--- src/rtl/multi_gate_pkg.sv ---
// Shared definitions for multi_gate_pipe: function codes, lane-wise gate
// evaluation and parity helper.
package multi_gate_pkg;

  localparam int GATE_MAX_W  = 64;
  localparam int GATE_MAX_IN = 8;
  localparam logic [1:0] FIFO_DEPTH = 2'd2;

  typedef enum logic [2:0] {
    MODE_AND  = 3'd0,
    MODE_OR   = 3'd1,
    MODE_XOR  = 3'd2,
    MODE_NAND = 3'd3,
    MODE_NOR  = 3'd4,
    MODE_XNOR = 3'd5,
    MODE_NOT  = 3'd6,
    MODE_PASS = 3'd7
  } gate_mode_e;

  typedef logic [GATE_MAX_IN-1:0][GATE_MAX_W-1:0] gate_lanes_t;

  // Bits above 'width' are forced to zero so parity over the full word equals lane parity.
  function automatic logic [GATE_MAX_W-1:0] gate_apply(input logic [2:0] mode,
                                                       input gate_lanes_t lanes,
                                                       input int num_in,
                                                       input int width);
    logic [GATE_MAX_W-1:0] acc_and;
    logic [GATE_MAX_W-1:0] acc_or;
    logic [GATE_MAX_W-1:0] acc_xor;
    logic [GATE_MAX_W-1:0] res;
    logic [GATE_MAX_W-1:0] mask;
    acc_and = {GATE_MAX_W{1'b1}};
    acc_or  = {GATE_MAX_W{1'b0}};
    acc_xor = {GATE_MAX_W{1'b0}};
    for (int i = 0; i < num_in; i++) begin
      acc_and = acc_and & lanes[i];
      acc_or  = acc_or  | lanes[i];
      acc_xor = acc_xor ^ lanes[i];
    end
    case (gate_mode_e'(mode))
      MODE_AND:  res = acc_and;
      MODE_OR:   res = acc_or;
      MODE_XOR:  res = acc_xor;
      MODE_NAND: res = ~acc_and;
      MODE_NOR:  res = ~acc_or;
      MODE_XNOR: res = ~acc_xor;
      MODE_NOT:  res = ~lanes[0];
      MODE_PASS: res = lanes[0];
      default:   res = {GATE_MAX_W{1'b0}};
    endcase
    mask = {GATE_MAX_W{1'b1}} >> (GATE_MAX_W - width);
    return res & mask;
  endfunction

  function automatic logic parity_of(input logic [GATE_MAX_W-1:0] d);
    return ^d;
  endfunction

endpackage

--- src/rtl/multi_gate_buf2.sv ---
// Two-entry in-order valid/ready buffer; slot 0 is always the head so the
// output word comes straight from a register.
module multi_gate_buf2
  import multi_gate_pkg::*;
#(
  parameter int W = 9
) (
  input  logic         clk,
  input  logic         rst,
  input  logic         in_valid_i,
  output logic         in_ready_o,
  input  logic [W-1:0] in_data_i,
  output logic         out_valid_o,
  input  logic         out_ready_i,
  output logic [W-1:0] out_data_o
);

  logic [1:0]   cnt_q, cnt_d;
  logic [W-1:0] s0_q, s0_d;
  logic [W-1:0] s1_q, s1_d;
  logic         valid_q, valid_d;
  logic         ready_q, ready_d;
  logic         push_s, pop_s;

  assign push_s = in_valid_i & ready_q;
  assign pop_s  = valid_q & out_ready_i;

  // Occupancy update; a push with a pop at occupancy 1 refills the head directly.
  always_comb begin
    cnt_d = cnt_q;
    s0_d  = s0_q;
    s1_d  = s1_q;
    case (cnt_q)
      2'd0: begin
        if (push_s) begin
          s0_d  = in_data_i;
          cnt_d = 2'd1;
        end else begin
          cnt_d = 2'd0;
        end
      end
      2'd1: begin
        if (push_s && pop_s) begin
          s0_d = in_data_i;
        end else if (push_s) begin
          s1_d  = in_data_i;
          cnt_d = 2'd2;
        end else if (pop_s) begin
          cnt_d = 2'd0;
        end else begin
          cnt_d = 2'd1;
        end
      end
      2'd2: begin
        if (pop_s) begin
          s0_d  = s1_q;
          cnt_d = 2'd1;
        end else begin
          cnt_d = 2'd2;
        end
      end
      default: cnt_d = 2'd0;
    endcase
    valid_d = (cnt_d != 2'd0);
    ready_d = (cnt_d < FIFO_DEPTH);
  end

  // State registers with synchronous reset.
  always_ff @(posedge clk) begin
    if (rst) begin
      cnt_q   <= 2'd0;
      s0_q    <= {W{1'b0}};
      s1_q    <= {W{1'b0}};
      valid_q <= 1'b0;
      ready_q <= 1'b1;
    end else begin
      cnt_q   <= cnt_d;
      s0_q    <= s0_d;
      s1_q    <= s1_d;
      valid_q <= valid_d;
      ready_q <= ready_d;
    end
  end

  assign in_ready_o  = ready_q;
  assign out_valid_o = valid_q;
  assign out_data_o  = s0_q;

endmodule

--- src/rtl/multi_gate_pipe.sv ---
// Runtime-selectable bitwise gate across NUM_IN lanes with a 2-entry output
// buffer. Define MULTI_GATE_XFER_CNT_EN to add the saturating xfer_count port.
module multi_gate_pipe
  import multi_gate_pkg::*;
#(
  parameter int WIDTH  = 8,
  parameter int NUM_IN = 2,
  parameter int CNT_W  = 16
) (
  input  logic                    clk,
  input  logic                    rst,
  input  logic                    in_valid,
  output logic                    in_ready,
  input  logic [NUM_IN*WIDTH-1:0] in_data,
  input  logic [2:0]              in_mode,
  output logic                    out_valid,
  input  logic                    out_ready,
  output logic [WIDTH-1:0]        out_data,
  output logic                    out_parity
`ifdef MULTI_GATE_XFER_CNT_EN
  ,
  output logic [CNT_W-1:0]        xfer_count
`endif
);

  gate_lanes_t            lanes_s;
  logic [GATE_MAX_W-1:0]  gate_full_s;
  logic [WIDTH:0]         buf_in_s;
  logic [WIDTH:0]         buf_out_s;

  // Spread the packed lanes into the fixed-size form the gate helper expects.
  always_comb begin
    lanes_s = {(GATE_MAX_IN*GATE_MAX_W){1'b0}};
    for (int i = 0; i < NUM_IN; i++) begin
      lanes_s[i][WIDTH-1:0] = in_data[i*WIDTH +: WIDTH];
    end
  end

  assign gate_full_s = gate_apply(in_mode, lanes_s, NUM_IN, WIDTH);
  assign buf_in_s    = {parity_of(gate_full_s), gate_full_s[WIDTH-1:0]};

  multi_gate_buf2 #(.W(WIDTH + 1)) u_buf (
    .clk         (clk),
    .rst         (rst),
    .in_valid_i  (in_valid),
    .in_ready_o  (in_ready),
    .in_data_i   (buf_in_s),
    .out_valid_o (out_valid),
    .out_ready_i (out_ready),
    .out_data_o  (buf_out_s)
  );

  assign out_data   = buf_out_s[WIDTH-1:0];
  assign out_parity = buf_out_s[WIDTH];

`ifdef MULTI_GATE_XFER_CNT_EN
  logic [CNT_W-1:0] xfer_cnt_q, xfer_cnt_d;

  // Count output transfers, holding at all-ones instead of wrapping.
  always_comb begin
    xfer_cnt_d = xfer_cnt_q;
    if (out_valid && out_ready && (xfer_cnt_q != {CNT_W{1'b1}})) begin
      xfer_cnt_d = xfer_cnt_q + CNT_W'(1'b1);
    end else begin
      xfer_cnt_d = xfer_cnt_q;
    end
  end

  // Counter register.
  always_ff @(posedge clk) begin
    if (rst) begin
      xfer_cnt_q <= {CNT_W{1'b0}};
    end else begin
      xfer_cnt_q <= xfer_cnt_d;
    end
  end

  assign xfer_count = xfer_cnt_q;
`endif

endmodule

--- config.mk ---
export PLATFORM = sky130hd
export DESIGN_NAME = multi_gate_pipe
export DESIGN_NICKNAME = d
export VERILOG_FILES = /design/src/rtl/multi_gate_pkg.sv /design/src/rtl/multi_gate_buf2.sv /design/src/rtl/multi_gate_pipe.sv
export SDC_FILE = /design/constraint.sdc
export NUM_CORES = 1
export LEC_CHECK = 0
export ABC_AREA = 1
export CAP_MARGIN = 20
export CORE_UTILIZATION = 35
export CTS_BUF_LIST = sky130_fd_sc_hd__clkbuf_4 sky130_fd_sc_hd__clkbuf_8
export CTS_CLUSTER_SIZE = 16
export DETAILED_ROUTE_END_ITERATION = 8
export DONT_BUFFER_PORTS = 1
export GPL_TIMING_DRIVEN = 0
export SETUP_SLACK_MARGIN = 0.2
export SLEW_MARGIN = 15
export SYNTH_ARGS = -nofsm -noshare
export SYNTH_HDL_FRONTEND = slang
export SYNTH_SLANG_ARGS = --single-unit
--- constraint.sdc ---
create_clock -name clk -period 2 [get_ports clk]
set_clock_uncertainty 0.2 [all_clocks]
set_input_delay 0.4 -clock clk [delete_from_list [all_inputs] [get_ports clk]]
set_output_delay 0.4 -clock clk [all_outputs]
set_load 0.01 [all_outputs]
==> results.toml, run 1 <==
[run_status]
run_status = "complete, no violations"

[sta]
post-route-period-util_pct = 93.5
fmax_ghz = 0.535
fin_crit_ns = 1.87
finalSetupTns_ns = 0
report.final.slew_viol_count = 0
tightestPinTransition_ns = 0.448
rsz0062_at_grt = "true"
setup_viol = 0
hold_viol = 0
timing.slew.headroom_pct = 70.1

[synth]
synth.avg_cell_area_sq_um = 5.78
synth_area_sq_um = 2260
yosys_warnings = 0
synth-edff-count = 0
synth_top_area_share_pct = 21.1
yosysMostFrequentCell = "nand2_1"
ys_ff_latch = 22
synthDistinctLibCells = 25
synth_top_area_cell = "nand2_1"
synth_cells = 391
postSynthNetCount = 430
yosysSeqAreaShare_pct = 19.5
synthArstFlopShare_pct = 0
ys_top_cells_by_area = "nand2_1, dfxtp_1, inv_1, ha_1, nor2_1"
synth_ff_type = "dfxtp_1"
synth_common_cells = "nand2_1, inv_1, nor2_1"

[floorplanning]
rows = 28
die_area_sq_um = 6780
initial_core_util_pct = 37.3
fp.dieW_microns = 82.4
io_pins = 34
core_area_sq_um = 6060
die_y_microns = 82.4

[min_path]
holdCritPathClass = "in -> reg"
holdPathStages = 3

[placement]
io_buffers = 0
dpl.hpwl_mm = 4.44
gp_congestion = 0.902

[setup_path]
crit_arrival_ns = 1.83
critical_path.max_fanout = 7
rr_worst_depth = 6
endpoint_kind = "flip-flop"
startpoint_type = "input pin"
cp.required_ns = 1.96
worst-setup-path-type = "in -> reg"
r2r_setup_slack_ns = 0.38

[clock_tree]
insertion_delay_ns = 0.26
cts_buffers = 3
htreeDepth = 1
cts_tree = "yes"
cts.sinks = 22
clkTransAtPathRegs_ns = 0.08
cts_buffer_depth = 2
clockRootBuffer = "clkbuf_8"

[route]
drc = 0
wirelength_mm = 6.53
drt_iter0_markers = 129
routed-via-count = 2506
wl_per_cell_microns = 13.3
firstDrtPassIters = 4
avgViaCountPerCell = 5.11
final_antenna_net_count = 0

[global_routing]
grt.overflow.total = 0
grt_max_degree = 13
antenna_found_initial = 0
grt_pass1_vias = 2290
grtUsageTotal_pct = 19.4
grt_pass1_wl_mm = 10.2

[power]
power_density_nw_per_um2 = 618
ir_worst_vdd_mv = 0.718
power_mw = 1.89
total_leakage_power_nw = 1.63

[flow_run]
cap_viol_max_count = 0

[final_layout]
diodes = 0
drive_above_1_share_pct = 31.3
area_delta_synth_final_pct = 35.2
fin_nets = 455
## state kept, by name, summed over array words and instances (netlist names)
name               count
u_buf.cnt_q            2
u_buf.s1_q             9
u_buf.out_valid_o      1
u_buf.in_ready_o       1
u_buf.out_data_o       9
## final cells by class
class / count / area, sq um
Clock buffer: 4 / 55.1
Timing Repair Buffer: 18 / 230
Inverter: 67 / 287
Buffer: 12 / 121
Fill cell: 618 / 3010
Timing Repair inverter: 1 / 3.75
Multi-Input combinational cell: 291 / 1820
Tap cell: 75 / 93.8
Sequential cell: 22 / 440
## logic make-up after synthesis
family                   share of synthesized area [%]
AO/OA/AOI/OAI                                     10.0
XOR/XNOR                                         0.388
adder cells (fa/ha/maj)                           8.86
buffers and inverters                             14.5
flip-flops                                        19.5
AND/OR/NAND/NOR                                   46.7
## critical path, stage by stage
cell,delay [ns]
buf_12,0.12
nor2_4,0.04
buf_12,0.13
buf_12,0.13
nand3_2,0.05
nand2_1,0.06
nor2_2,0.16
nand3_4,0.12
nor2_2,0.17
nor2_4,0.05
nand2_1,0.05
nand2_1,0.06
nand2_2,0.07
nand3_1,0.07
o211ai_1,0.10
inv_2,0.04
## power by group
group / internal (mW) / switching (mW) / total, mW
logic: 0.361 / 0.537 / 0.899
clock network: 0.175 / 0.139 / 0.315
registers: 0.563 / 0.112 / 0.675
## layout by cell type (no fill, tap or decap), types with 5 or more instances in the layout
cell type and n:
ha_1 10, o211ai_1 9, nor2_1 32, nor2_2 10, nor2_4 8, inv_1 42, o21ai_0 13, nand3_4 5
buf_4 6, ha_4 6, nand3_2 13, a21oi_1 16, buf_12 6, nand2_2 23, inv_4 5, dfxtp_1 22
inv_2 16, buf_6 11, nand4_1 19, nand3b_1 5, nand2_1 103, nand3_1 9
## timing repair
action	in CTS	in global routing
gates cloned	2	1
buffers inserted	8	7
hold buffers	1	1
setup endpoints to repair	10	11
endpoints found under the hold margin	1	1
gates resized for setup	21	57
pin swaps	7	34
## metrics by stage
step	cell area, sq um	setup WS (ns)	hold WS [ns]	util, %	cells
after detailed placement	2500	-0.232	0.266	41.3	466
after CTS	2730	0.163	0.0102	45.0	481
final	3050	0.131	0.232	50.4	490
after global routing	3050	-0.00612	0.243	50.4	490
after global placement	2500	-0.224	0.263	41.3	466
after floorplan	2410	0.0909	0.262	-	391
## routing by layer
layer,up-vias,routed length [microns],part of all wire [%],GRT usage (%)
li1,1291,-,-,-
met1,1133,2940,45,25.6
met2,74,3070,47,32.0
met3,8,440,6.7,4.18
met4,0,91,1.4,4.39
met5,-,0,0,0
## path summary, 6_finish.rpt
| check | from | end |
|---|---|---|
| max | in_mode[1] | u_buf.s1_q[8] |
| min reg2reg | u_buf.s1_q[3] | u_buf.s1_q[3] |
| max reg2reg | u_buf.out_valid_o | u_buf.s1_q[8] |
| min | rst | u_buf.out_data_o[4] |
No activity file was read; power rests on OpenSTA's default activity.
==> run 2: changes to the inputs <==
--- a/config.mk
+++ b/config.mk
@@ -7,12 +7,13 @@
 export LEC_CHECK = 0
 export ABC_AREA = 1
 export CAP_MARGIN = 20
-export CORE_UTILIZATION = 35
+export CORE_UTILIZATION = 57
 export CTS_BUF_LIST = sky130_fd_sc_hd__clkbuf_4 sky130_fd_sc_hd__clkbuf_8
 export CTS_CLUSTER_SIZE = 16
 export DETAILED_ROUTE_END_ITERATION = 8
 export DONT_BUFFER_PORTS = 1
 export GPL_TIMING_DRIVEN = 0
+export PLACE_DENSITY = 0.75
 export SETUP_SLACK_MARGIN = 0.2
 export SLEW_MARGIN = 15
 export SYNTH_ARGS = -nofsm -noshare
==> run 2 against run 1 <==
Non-clock buffer count up 2. Sequential power about the same. First-iteration DRC count up 30%. Power fell by 0.32%. Combinational power rose by 4.2%. Clock power fell by 14%. Cell count decreased by 5.3%. Sequential share of layout area grew 0.11 points. Sequential cell count did not move. Count of clock-buffer cells in the layout fell by 1. Global-route usage rose by 10 points. Register-to-register slack worse by 0.02 ns. Highest routed layer unchanged.
==> results.toml, run 2 (synthesis gave the netlist of run 1 again) <==
[setup_path]
path_buf_inv = 6
critical_path.max_fanout = 7
path_cells = "buf_12 > nor2_4 > buf_12 > buf_12 > nand2_8 > nor2_2 > inv_2 > nand3_4 > inv_2 > nand2_1 > nand2_1 > nand2_1 > nand2_1 > nand2_2 > nand3_2 > o211ai_1 > inv_2"
cp_slowest_cell = "buf_12"
endpoint_kind = "flip-flop"
cp.required_ns = 1.96
crit_arrival_ns = 1.81
startpoint_type = "input pin"
slowest_delay_ns = 0.13
worst-setup-path-type = "in -> reg"
path_common_cell = "nand2_1"
crit_family = "simple AND/OR/NAND/NOR gates"

[floorplanning]
io_pins = 34
fp.dieW_microns = 65.0
initial_core_util_pct = 60.4
rows = 22
core_area_sq_um = 3740
die_y_microns = 65.0
die_area_sq_um = 4220

[flow_run]
cap_viol_max_count = 0

[placement]
dpl.hpwl_mm = 4.31
gp_congestion = 0.932
io_buffers = 0
pre_cts_ws_ns = -0.230

[final_layout]
fill_cells = 268
layout_commonest_cell = "nand2_1"
seq_area_sq_um = 440
diodes = 0
fin_nets = 457
final_cell_mix = "nand2_1, inv_1, nor2_1"
multiInputGateArea_sq_um = 1810
area_delta_synth_final_pct = 34.1
drive_above_1_share_pct = 32.5

[min_path]
holdCritPathClass = "in -> reg"

[route]
firstDrtPassIters = 6
drc = 0
wl_per_cell_microns = 14.8
drt_iter0_markers = 168
routed-via-count = 2632
final_antenna_net_count = 0
wirelength_mm = 6.87
avgViaCountPerCell = 5.67

[clock_tree]
cts_buffer_depth = 2
cts.sinks = 22
clockRootBuffer = "clkbuf_8"
htreeDepth = 1
cts_buffers = 3
insertion_delay_ns = 0.26
cts_tree = "yes"
clkTransAtPathRegs_ns = 0.07

[sta]
fmax_ghz = 0.540
report.final.slew_viol_count = 0
tightestPinTransition_ns = 0.471
rsz0062_at_grt = "true"
setup_viol = 0
fin_crit_ns = 1.85
timing.slew.headroom_pct = 68.6
finalSetupTns_ns = 0
holdWs_ns = 0.0214
hold_viol = 0
setup_slack_ns = 0.149
post-route-period-util_pct = 92.6

[power]
total_leakage_power_nw = 1.61
power_mw = 1.88
power_density_nw_per_um2 = 621
ir_worst_vdd_mv = 0.580

[global_routing]
antenna_found_initial = 0
grt_pass1_wl_mm = 9.84
grt.overflow.total = 0
grt_pass1_vias = 2257
grtUsageTotal_pct = 29.5
grt_max_degree = 12

[run_status]
run_status = "complete, no violations"
-- run 2: changes by cell type in the layout (fill, tap and decap cells not counted), moves of 2 or more --
cell / before / now
inv_1: 42 / 37
buf_12: 6 / 8
nor2_1: 32 / 28
buf_6: 11 / 8
buf_4: 6 / 10
nand2_2: 23 / 21
nand2_4: 4 / 1
inv_2: 16 / 20
nand2_1: 103 / 107
nand3_2: 13 / 11
nor2_2: 10 / 13
-- run 2: path summary, 6_finish.rpt --
| kind | start | endpoint | slack (ns) | cells past startpoint |
|---|---|---|---|---|
| worst max-delay path | in_mode[1] | u_buf.s1_q[8] | 0.15 | 17 |
| worst min-delay path | rst | u_buf.cnt_q[1] | 0.02 | 1 |
| worst max register to register | u_buf.out_valid_o | u_buf.out_data_o[8] | 0.36 | 7 |
| worst min register to register | u_buf.s1_q[4] | u_buf.s1_q[4] | 0.31 | 2 |
-- run 2: area by class of cell --
type / instances / share of cell area [%]
multi-input combinational: 291 / 59.8
clock buffer: 3 / 1.36
buffer: 12 / 4.05
timing repair buffer: 20 / 8.46
tap: 48 / 1.98
timing repair inverter: 1 / 0.206
inverter: 67 / 9.58
sequential: 22 / 14.5
-- run 2: report_power, final --
part | internal, mW | total, mW | leakage [nW] | switching [mW]
sequential | 0.563 | 0.675 | 0.181 | 0.112
clock | 0.134 | 0.271 | 0.0216 | 0.136
combinational | 0.366 | 0.937 | 1.41 | 0.571
-- run 2: what timing repair did --
action                                  in CTS  in global routing
pin swaps                                   13                 40
hold buffers                                 1                  0
hold endpoints to repair                     1                  0
buffers inserted                             6                 12
endpoints found under the setup margin      10                 11
resized for setup                           15                 65
cloned                                       0                  3
-- run 2: per-stage QoR --
| step | utilization [%] | instance area (sq um) | instances |
|---|---|---|---|
| global route | 80.9 | 3030 | 464 |
| global placement | 65.9 | 2470 | 439 |
| CTS | 70.5 | 2640 | 449 |
| finish | 80.9 | 3030 | 464 |
| floorplan | - | 2410 | 391 |
| detailed placement | 65.9 | 2470 | 439 |
-- run 2: metal layers --
metal / routed length, microns / up-vias / global-route usage [%] / share of wire (%)
met4: 144 / 0 / 2.22 / 2.1
met2: 3380 / 116 / 49.6 / 49
met1: 2860 / 1201 / 40.4 / 42
li1: - / 1292 / - / -
met5: 0 / - / 0 / 0
met3: 482 / 23 / 5.11 / 7.0
